File: src/rtl/dbus_mem_responder_pkg.sv
// Shared types for the data-bus responder.
//   cache_op_t        : cache-op sub-request (req, funct)
//   dbus_req_t        : requester -> responder bundle
//   dbus_resp_t       : responder -> requester bundle (addr_ok, data_ok, data)
//   dbus_rsp_state_t  : responder FSM states
// Also holds the saturating-increment helpers used by the optional
// performance counters (DBUS_RESP_PERF_EN).
package dbus_mem_responder_pkg;

  typedef struct packed {
    logic       req;
    logic [4:0] funct;
  } cache_op_t;

  typedef struct packed {
    logic        req;
    logic        is_write;
    logic [31:0] addr;
    logic [31:0] data;
    logic [3:0]  write_en;
    logic [1:0]  size;
    cache_op_t   cache_op;
  } dbus_req_t;

  typedef struct packed {
    logic        addr_ok;
    logic        data_ok;
    logic [31:0] data;
  } dbus_resp_t;

  typedef enum logic [1:0] {
    RSP_IDLE       = 2'd0,
    RSP_CACHE_BUSY = 2'd1,
    RSP_CACHE_DONE = 2'd2
  } dbus_rsp_state_t;

  // Outstanding counter width; DEPTH is at most 4.
  localparam int unsigned OUTSTANDING_W = 3;

  function automatic logic [31:0] sat_inc32(input logic [31:0] v);
    return (&v) ? v : v + 32'd1;
  endfunction

  function automatic logic [15:0] sat_inc16(input logic [15:0] v);
    return (&v) ? v : v + 16'd1;
  endfunction

endpackage

File: src/rtl/dbus_lat_pipe.sv
// MEM_LATENCY-deep shift register tracking in-flight SRAM accesses.
//   clk, reset   : clock, synchronous active-high reset (empties the pipe)
//   in_valid     : an access is launched this cycle
//   in_is_write  : that access is a write
//   out_valid    : an access leaves the pipe this cycle (response strobe)
//   out_is_write : the leaving access was a write
module dbus_lat_pipe #(
  parameter int unsigned LATENCY = 1
) (
  input  logic clk,
  input  logic reset,
  input  logic in_valid,
  input  logic in_is_write,
  output logic out_valid,
  output logic out_is_write
);

  localparam int unsigned LAST = LATENCY - 1;

  logic [LATENCY-1:0] valid_q;
  logic [LATENCY-1:0] wr_q;

  always_ff @(posedge clk) begin
    if (reset) begin
      valid_q <= '0;
      wr_q    <= '0;
    end else begin
      valid_q[0] <= in_valid;
      wr_q[0]    <= in_valid & in_is_write;
      for (int unsigned i = 1; i < LATENCY; i++) begin
        valid_q[i] <= valid_q[i-1];
        wr_q[i]    <= wr_q[i-1];
      end
    end
  end

  assign out_valid    = valid_q[LAST];
  assign out_is_write = wr_q[LAST];

endmodule

File: src/rtl/dbus_mem_responder.sv
// Data-bus responder backed by a synchronous single-port SRAM.
// Accepts dbus_req_t from the commit stage, launches the SRAM access on the
// accept cycle and returns data_ok MEM_LATENCY cycles later, in order.
// Cache-op requests are acknowledged after CACHEOP_CYCLES busy cycles.
// Ports:
//   clk, reset : clock, synchronous active-high reset
//   dmem_req   : request bundle (dbus_req_t)
//   dmem_resp  : addr_ok / data_ok / data (dbus_resp_t)
//   sram_en    : SRAM access enable
//   sram_we    : SRAM byte write strobes
//   sram_addr  : SRAM word address (dmem_req.addr[SRAM_AW+1:2])
//   sram_wd    : SRAM write data
//   sram_rd    : SRAM read data, valid MEM_LATENCY cycles after sram_en
// Optional: define DBUS_RESP_PERF_EN to add perf_req_cnt, perf_stall_cnt
// and perf_cacheop_cnt saturating counters.
module dbus_mem_responder
  import dbus_mem_responder_pkg::*;
#(
  parameter int unsigned DEPTH          = 2,
  parameter int unsigned MEM_LATENCY    = 1,
  parameter int unsigned SRAM_AW        = 14,
  parameter int unsigned CACHEOP_CYCLES = 3
) (
  input  logic               clk,
  input  logic               reset,
  input  dbus_req_t          dmem_req,
  output dbus_resp_t         dmem_resp,
  output logic               sram_en,
  output logic [3:0]         sram_we,
  output logic [SRAM_AW-1:0] sram_addr,
  output logic [31:0]        sram_wd,
  input  logic [31:0]        sram_rd
`ifdef DBUS_RESP_PERF_EN
  ,
  output logic [31:0]        perf_req_cnt,
  output logic [31:0]        perf_stall_cnt,
  output logic [15:0]        perf_cacheop_cnt
`endif
);

  localparam logic [OUTSTANDING_W-1:0] DEPTH_L = OUTSTANDING_W'(DEPTH);
  localparam int unsigned COP_W = (CACHEOP_CYCLES > 1) ? $clog2(CACHEOP_CYCLES) : 1;
  localparam logic [COP_W-1:0] COP_LOAD = COP_W'(CACHEOP_CYCLES - 1);

  dbus_rsp_state_t           state;
  logic [COP_W-1:0]          cop_cnt;
  logic [OUTSTANDING_W-1:0]  outstanding;
  logic [OUTSTANDING_W-1:0]  outstanding_eff;

  logic pipe_out_valid;
  logic pipe_out_is_write;
  logic mem_rsp;
  logic cop_rsp;
  logic addr_ok;
  logic mem_accept;
  logic cop_accept;

  logic unused_bits;
  assign unused_bits = ^{dmem_req.addr[31:SRAM_AW+2], dmem_req.addr[1:0],
                         dmem_req.size, dmem_req.cache_op.funct};

  // Responses are suppressed in a reset cycle so nothing in flight escapes.
  assign mem_rsp = pipe_out_valid & ~reset;
  assign cop_rsp = (state == RSP_CACHE_DONE) & ~reset;

  // A slot freed by this cycle's response is already usable, so addr_ok can
  // reassert in the same cycle as the data_ok that drops below DEPTH.
  assign outstanding_eff = outstanding - OUTSTANDING_W'(mem_rsp);

  always_comb begin
    addr_ok    = 1'b0;
    mem_accept = 1'b0;
    cop_accept = 1'b0;
    if (!reset && state == RSP_IDLE && dmem_req.req) begin
      if (dmem_req.cache_op.req) begin
        if (outstanding_eff == '0) begin
          addr_ok    = 1'b1;
          cop_accept = 1'b1;
        end
      end else if (outstanding_eff < DEPTH_L) begin
        addr_ok    = 1'b1;
        mem_accept = 1'b1;
      end
    end
  end

  assign sram_en   = mem_accept;
  assign sram_we   = (mem_accept && dmem_req.is_write) ? dmem_req.write_en : '0;
  assign sram_addr = dmem_req.addr[SRAM_AW+1:2];
  assign sram_wd   = dmem_req.data;

  always_comb begin
    dmem_resp         = '0;
    dmem_resp.addr_ok = addr_ok;
    dmem_resp.data_ok = mem_rsp | cop_rsp;
    if (mem_rsp && !pipe_out_is_write) begin
      dmem_resp.data = sram_rd;
    end
  end

  dbus_lat_pipe #(
    .LATENCY(MEM_LATENCY)
  ) u_lat_pipe (
    .clk         (clk),
    .reset       (reset),
    .in_valid    (mem_accept),
    .in_is_write (dmem_req.is_write),
    .out_valid   (pipe_out_valid),
    .out_is_write(pipe_out_is_write)
  );

  always_ff @(posedge clk) begin
    if (reset) begin
      outstanding <= '0;
    end else begin
      case ({mem_accept, mem_rsp})
        2'b10:   outstanding <= outstanding + OUTSTANDING_W'(1);
        2'b01:   outstanding <= outstanding - OUTSTANDING_W'(1);
        default: outstanding <= outstanding;
      endcase
    end
  end

  always_ff @(posedge clk) begin
    if (reset) begin
      state   <= RSP_IDLE;
      cop_cnt <= '0;
    end else begin
      case (state)
        RSP_IDLE: begin
          if (cop_accept) begin
            state   <= RSP_CACHE_BUSY;
            cop_cnt <= COP_LOAD;
          end
        end
        RSP_CACHE_BUSY: begin
          if (cop_cnt == '0) begin
            state <= RSP_CACHE_DONE;
          end else begin
            cop_cnt <= cop_cnt - COP_W'(1);
          end
        end
        RSP_CACHE_DONE: state <= RSP_IDLE;
        default:        state <= RSP_IDLE;
      endcase
    end
  end

`ifdef DBUS_RESP_PERF_EN
  always_ff @(posedge clk) begin
    if (reset) begin
      perf_req_cnt     <= '0;
      perf_stall_cnt   <= '0;
      perf_cacheop_cnt <= '0;
    end else begin
      if (mem_accept || cop_accept) begin
        perf_req_cnt <= sat_inc32(perf_req_cnt);
      end
      if (dmem_req.req && !addr_ok) begin
        perf_stall_cnt <= sat_inc32(perf_stall_cnt);
      end
      if (cop_accept) begin
        perf_cacheop_cnt <= sat_inc16(perf_cacheop_cnt);
      end
    end
  end
`endif

endmodule
File: config.mk
export PLATFORM = sky130hd
export DESIGN_NAME = dbus_mem_responder
export DESIGN_NICKNAME = d
export VERILOG_FILES = /design/src/rtl/dbus_mem_responder_pkg.sv /design/src/rtl/dbus_lat_pipe.sv /design/src/rtl/dbus_mem_responder.sv
export SDC_FILE = /design/constraint.sdc
export NUM_CORES = 1
export LEC_CHECK = 0
export BUFFER_PORTS_ARGS = -buffer_cell sky130_fd_sc_hd__buf_4
export CAP_MARGIN = 20
export CORE_AREA = 5 5 73 75
export CTS_BUF_LIST = sky130_fd_sc_hd__clkbuf_8
export CTS_CLUSTER_SIZE = 25
export DETAILED_ROUTE_END_ITERATION = 8
export DIE_AREA = 0 0 78 80
export PLACE_DENSITY = 0.74
export SLEW_MARGIN = 20
export SYNTH_ARGS = -nofsm -noshare
export SYNTH_HDL_FRONTEND = slang
export SYNTH_SLANG_ARGS = --single-unit
File: constraint.sdc
create_clock -name clk -period 7.99 [get_ports clk]
set_input_delay 0.799 -clock clk [delete_from_list [all_inputs] [get_ports clk]]
set_output_delay 0.799 -clock clk [all_outputs]
set_load 0.01 [all_outputs]
## Yosys cells after proc, flatten, opt, wreduce, memory -nomap -nowiden

Index checks and enable logic that the tools add are counted.

- Add/subtract/negate cells: 4
- Order comparisons: 1
- Equal/unequal tests: 7
- Muxes and demuxes: 17
- Bitwise logic cells: 5
- Reductions and logical operators: 13

Operator list:

| cell | count |
|---|---|
| 32-bit 2-to-1 mux | 1 |
| 1-bit 2-to-1 mux | 8 |
| 2-bit 2-to-1 mux | 4 |
| 2-bit one-hot mux with 2 select lines | 2 |
| 2-bit inequality test, second input constant | 3 |
| 3-bit one-hot mux with 2 select lines | 1 |
| 2-bit by 1-bit equality test with 1-bit output, second input constant | 2 |
| 2-bit equality test, second input constant | 2 |
| 1-bit logical AND | 4 |
| 2-bit zero test | 2 |
| 4-bit 2-to-1 mux | 1 |
| 2-bit nonzero test | 2 |
| 3-bit by 1-bit adder with 3-bit output, second input constant | 1 |
| 1-bit AND | 3 |
| 3-bit zero test | 1 |
| 3-bit by 2-bit < comparator with 1-bit output, second input constant | 1 |
| 3-bit AND reduction | 1 |
| 3-bit by 1-bit subtractor with 3-bit output | 1 |
| 3-bit by 1-bit subtractor with 3-bit output, second input constant | 1 |
| 1-bit zero test | 2 |
| 2-bit AND reduction | 1 |
| 2-bit by 1-bit subtractor with 2-bit output, second input constant | 1 |
| 1-bit inverter | 1 |
| 1-bit bitwise OR | 1 |

- Flip-flop bits (word level): 9
- Output and inout bits: 85

## Longest topological paths before layout

- Word-level depth: 9
- Gate-level depth with buffers: 12

## Modules after synthesis

From an unflattened synthesis, not the netlist that was laid out.

- Cells, all modules: 141
- Area total of the unflattened synthesis: 1,097.3 um^2

By module, submodules not included:

| module | times used | cells an instance | area each (um^2) | sequential area each (um^2) |
|---|---|---|---|---|
| dbus_mem_responder | 1 | 137 | 1,042.2 | 140.1 |
| dbus_lat_pipe | 1 | 4 | 55.1 | 40.0 |

## Least setup slack after synthesis

No wires, ideal clock.

- Path kind: input to register
- From: input reset
- To: register outstanding[2]
- Library setup time: 0.070 ns
- Arrival time: 3.020 ns
- Data required time: 7.920 ns
- Slack: 4.900 ns
- Stages: 12
- Cells stage by stage: nor2b_1 > ha_1 > ha_1 > xnor2_1 > nand4_4 > nor2_1 > inv_1 > ha_1 > fa_1 > xnor2_1 > or3_1 > a21oi_1

- Longest elaborated chain between the ends: 9
- Elaborated cells between the ends (all ways): 14
- Classes of those cells: add/sub: 1; order compare: 1; eq/ne: 2; mux: 4; bitwise: 2; reduce/logical: 4

RTL lines:

| what | RTL line | text |
|---|---|---|
| start: declaration | dbus_mem_responder.sv:25 | `input logic reset,` |
| 1-bit inverter | dbus_mem_responder.sv:63 | `assign mem_rsp = pipe_out_valid & ~reset;` |
| 1-bit AND | dbus_mem_responder.sv:63 |  |
| 3-bit by 1-bit subtractor with 3-bit output | dbus_mem_responder.sv:68 | `assign outstanding_eff = outstanding - OUTSTANDING_W'(mem_rsp);` |
| 3-bit by 2-bit < comparator with 1-bit output | dbus_mem_responder.sv:80 | `end else if (outstanding_eff < DEPTH_L) begin` |
| 1-bit 2-to-1 mux | dbus_mem_responder.sv:80 |  |
| 1-bit 2-to-1 mux | dbus_mem_responder.sv:75 | `if (dmem_req.cache_op.req) begin` |
| 1-bit 2-to-1 mux (*) | dbus_mem_responder.sv:74 | `if (!reset && state == RSP_IDLE && dmem_req.req) begin` |
| named net sram_en | dbus_mem_responder.sv:28 | `output logic sram_en,` |
| 2-bit by 1-bit equality test with 1-bit output or 2-bit equality test (tied branches) | dbus_mem_responder.sv:116 | `case ({mem_accept, mem_rsp})` |
| 3-bit one-hot mux with 2 select lines or 2-bit nonzero test (tied branches) | n/a |  |
| end signal: assignment | dbus_mem_responder.sv:117 | `2'b10: outstanding <= outstanding + OUTSTANDING_W'(1);` |
| end signal: assignment | dbus_mem_responder.sv:118 | `2'b01: outstanding <= outstanding - OUTSTANDING_W'(1);` |
| end signal: assignment | dbus_mem_responder.sv:119 | `default: outstanding <= outstanding;` |
| end: declaration | dbus_mem_responder.sv:47 | `logic [OUTSTANDING_W-1:0] outstanding;` |

The timed path passes the listed nets; every way through them passes the cells marked *.
A chain may end at the register's enable or synchronous reset.

## Final worst setup path

- From: input reset
- To: output sram_we[2]

- Longest elaborated chain between the ends: 9
- Elaborated cells between the ends (all ways): 12
- Classes of those cells: add/sub: 1; order compare: 1; mux: 4; bitwise: 2; reduce/logical: 4

RTL lines:

| what | RTL line | text |
|---|---|---|
| 1-bit inverter | dbus_mem_responder.sv:63 |  |
| 1-bit AND | dbus_mem_responder.sv:63 |  |
| 3-bit by 1-bit subtractor with 3-bit output | dbus_mem_responder.sv:68 |  |
| 3-bit by 2-bit < comparator with 1-bit output | dbus_mem_responder.sv:80 |  |
| 1-bit 2-to-1 mux | dbus_mem_responder.sv:80 |  |
| 1-bit 2-to-1 mux | dbus_mem_responder.sv:75 |  |
| 1-bit 2-to-1 mux (*) | dbus_mem_responder.sv:74 |  |
| 1-bit logical AND (*) | dbus_mem_responder.sv:88 | `assign sram_we = (mem_accept && dmem_req.is_write) ? dmem_req.write_en : '0;` |
| 4-bit 2-to-1 mux (*) | dbus_mem_responder.sv:88 |  |
| end: declaration | dbus_mem_responder.sv:29 | `output logic [3:0] sram_we,` |

Mark *: on every way between the ends. The rest lies on a longest branch, timed or not.

==> run metrics <==
outcome=completed; RSZ-0062 raised after global routing=false; normalized max-slew margin=0.7617; worst-path maximum fanout=11; post-synthesis cell area=~1100 um2; Clock Latency Late Sink=240 ps; die height=approximately 80 um; Hold-fix buffers, CTS=0; hold crit path type=flip-flop to flip-flop; first-pass GRT wire length=between 4 and 5 mm; area delta synth->final=30.80%; Fin. Hold Viols=0; drt drc=0; Pwr Density=about 100 nW/um2; Leak=roughly 0.00074 uW; Setup Buffers After CTS=0; Detailed Place HPWL=around 2.5 mm; Slew @ Worst Pin=~360 ps; Final ANT Viol Nets=0; First-pass DRT Iterations=4; Final Skew=6.803 ps; Clock Tree Root=clkbuf_8; Placed Cells=about 220; Seq cells post-synth=9; Yosys cell types=25; vias in the first global route=about 900; core box area=about 4600 um2; final net count=approximately 290; Final period util=0.4116; ant diodes=0; critical path type=primary input to primary output; Startpoint Class=primary input; DRT iter0 DRCs=25; H-tree depth=1; drt via density=4.123; Top-Level Pins=about 200; IO Port Bufs=about 80; CTS resizes=0; Seq/Total Area, Yosys=0.1636; TritonCTS clock tree=yes; Peak VDD IR=slightly below 0.09 mV; share of layout cells above drive strength 1=0.5145; Setup Viol. Count Final=0; Max-Cap Viols=0; initial core utilization=0.2395; syn_nets=257; Post-Synthesis Cells=between 100 and 150; total grt overflow=0; worst-case clock buffer depth=2; Filler cells=503; initial antenna violation count=0; syn avg cell area=7.865 um2; Via Count=936; pin count of the biggest net entering global routing=33; RD Place Congestion=between 0.6 and 0.7; Die Width=78 um; Final Non-Filler Cells=227; Total GRT Usage=0.08339; Reg clk slew, reported paths=around 50 ps; Setup TNS Final=0 ps; Max Clk Rate=around 0.30 GHz; CTS Buf Count=3; Routed Wire Length=around 2.9 mm; Slew Viols, Final=0; critical path data required time=slightly above 7000 ps; Syn. warnings=0; full die area=about 6200 um2; CP arrival=roughly 2500 ps; final period demand of the worst path=3289 ps; Clock Sinks=9; crit path capture type=primary output; wire length per cell=around 13 um; FP Rows=25
## worst max-delay path, cell delays in order
cell and delay, ps:
buf_4 160, nor2b_1 200, ha_1 200, ha_1 160, xnor2_1 170, nand4_4 180
nor3b_2 330, and2_1 170, buf_4 120
## sequential cells by signal (all words and copies together) (netlist names)
register and cells:
outstanding 3, u_lat_pipe.out_valid 1, state 2, cop_cnt 2, u_lat_pipe.out_is_write 1
## final cells by class
class                   instances  area, um2  area share
repair buffers                 80      600.6      0.4170
clock buffers                   3      41.29     0.02867
inverters                       8      30.03     0.02085
flip-flops and latches          9      180.2      0.1251
well taps                      54      67.56     0.04692
multi-input cells              72      515.5      0.3579
clock inverters                 1      5.005    0.003475
## worst paths after layout
check	startpoint	end	slack (ps)	depth (start not counted)
hold reg to reg	outstanding[2]	outstanding[2]	500	2
hold / removal	outstanding[2]	outstanding[2]	500	2
setup reg to reg	outstanding[0]	outstanding[2]	5250	12
setup / recovery	reset	sram_we[2]	4700	9
## power breakdown
group,switching [uW],internal (uW)
Clock,19.0,34.1
Sequential,1.62,46.9
Combinational,14.6,24.6
## kinds of logic after synthesis
group | count (synthesis) | synth area share
fa+ha+maj | 5 | 0.06364
compound gates | 8 | 0.04205
mux | 2 | 0.02272
flops | 9 | 0.1636
xor+xnor | 3 | 0.02387
simple gates | 54 | 0.3159
buf+inv | 59 | 0.3682
## layer usage
metal  wire, um  vias to the layer above  global-route usage  share of wire
met5          0                        -                   0              0
met4        117                        0             0.05236          0.040
met3        495                       20             0.05192           0.17
met2       1406                       56              0.1277           0.49
met1        870                      410             0.08496           0.30
li1           -                      450                   -              -
## cells in the final DEF (no fill, tap or decap), types with 2 or more instances in the layout
cell type / n
ha_1: 4
inv_1: 8
buf_4: 80
nor2b_1: 2
clkbuf_8: 3
a21oi_1: 4
nor2_1: 8
nand2_1: 2
and2_1: 36
o21ai_0: 2
xnor2_1: 2
dfxtp_1: 9
## metrics by stage
stage               hold WS [ps]  power, uW    util  area, um2  worst slack (ps)
floorplan                  469.5      90.23       -       1101              4900
global placement           487.8      88.24  0.3031       1394              4677
detailed placement         497.8      89.22  0.3031       1394              4625
CTS                        505.0      145.1  0.3132       1440              4654
global route               537.1      151.1  0.3132       1440              4474
finish                     499.5      140.8  0.3132       1440              4701
## synth_stat cells
master	number	area (um2)
nor4b_1	1	8.760
fa_1	1	20.02
mux2_4	1	15.01
nor3b_2	1	12.51
a21oi_1	4	20.02
nand4_4	1	21.27
nor2b_1	2	12.51
nor2_1	8	30.03
buf_6	1	11.26
buf_4	47	352.8
and2_1	36	225.2
nor3_4	1	16.27
ha_1	4	50.05
a31oi_1	1	6.260
mux2i_1	1	10.01
o21ba_2	1	10.01
inv_1	8	30.03
nor3b_1	1	7.510
xor2_1	1	8.760
or3_1	1	6.260
xnor2_1	2	17.52
o21ai_0	2	10.01
nand2_1	2	7.510
clkbuf_1	3	11.26
dfxtp_1	9	180.2
Power figures use the tool's default switching activity.
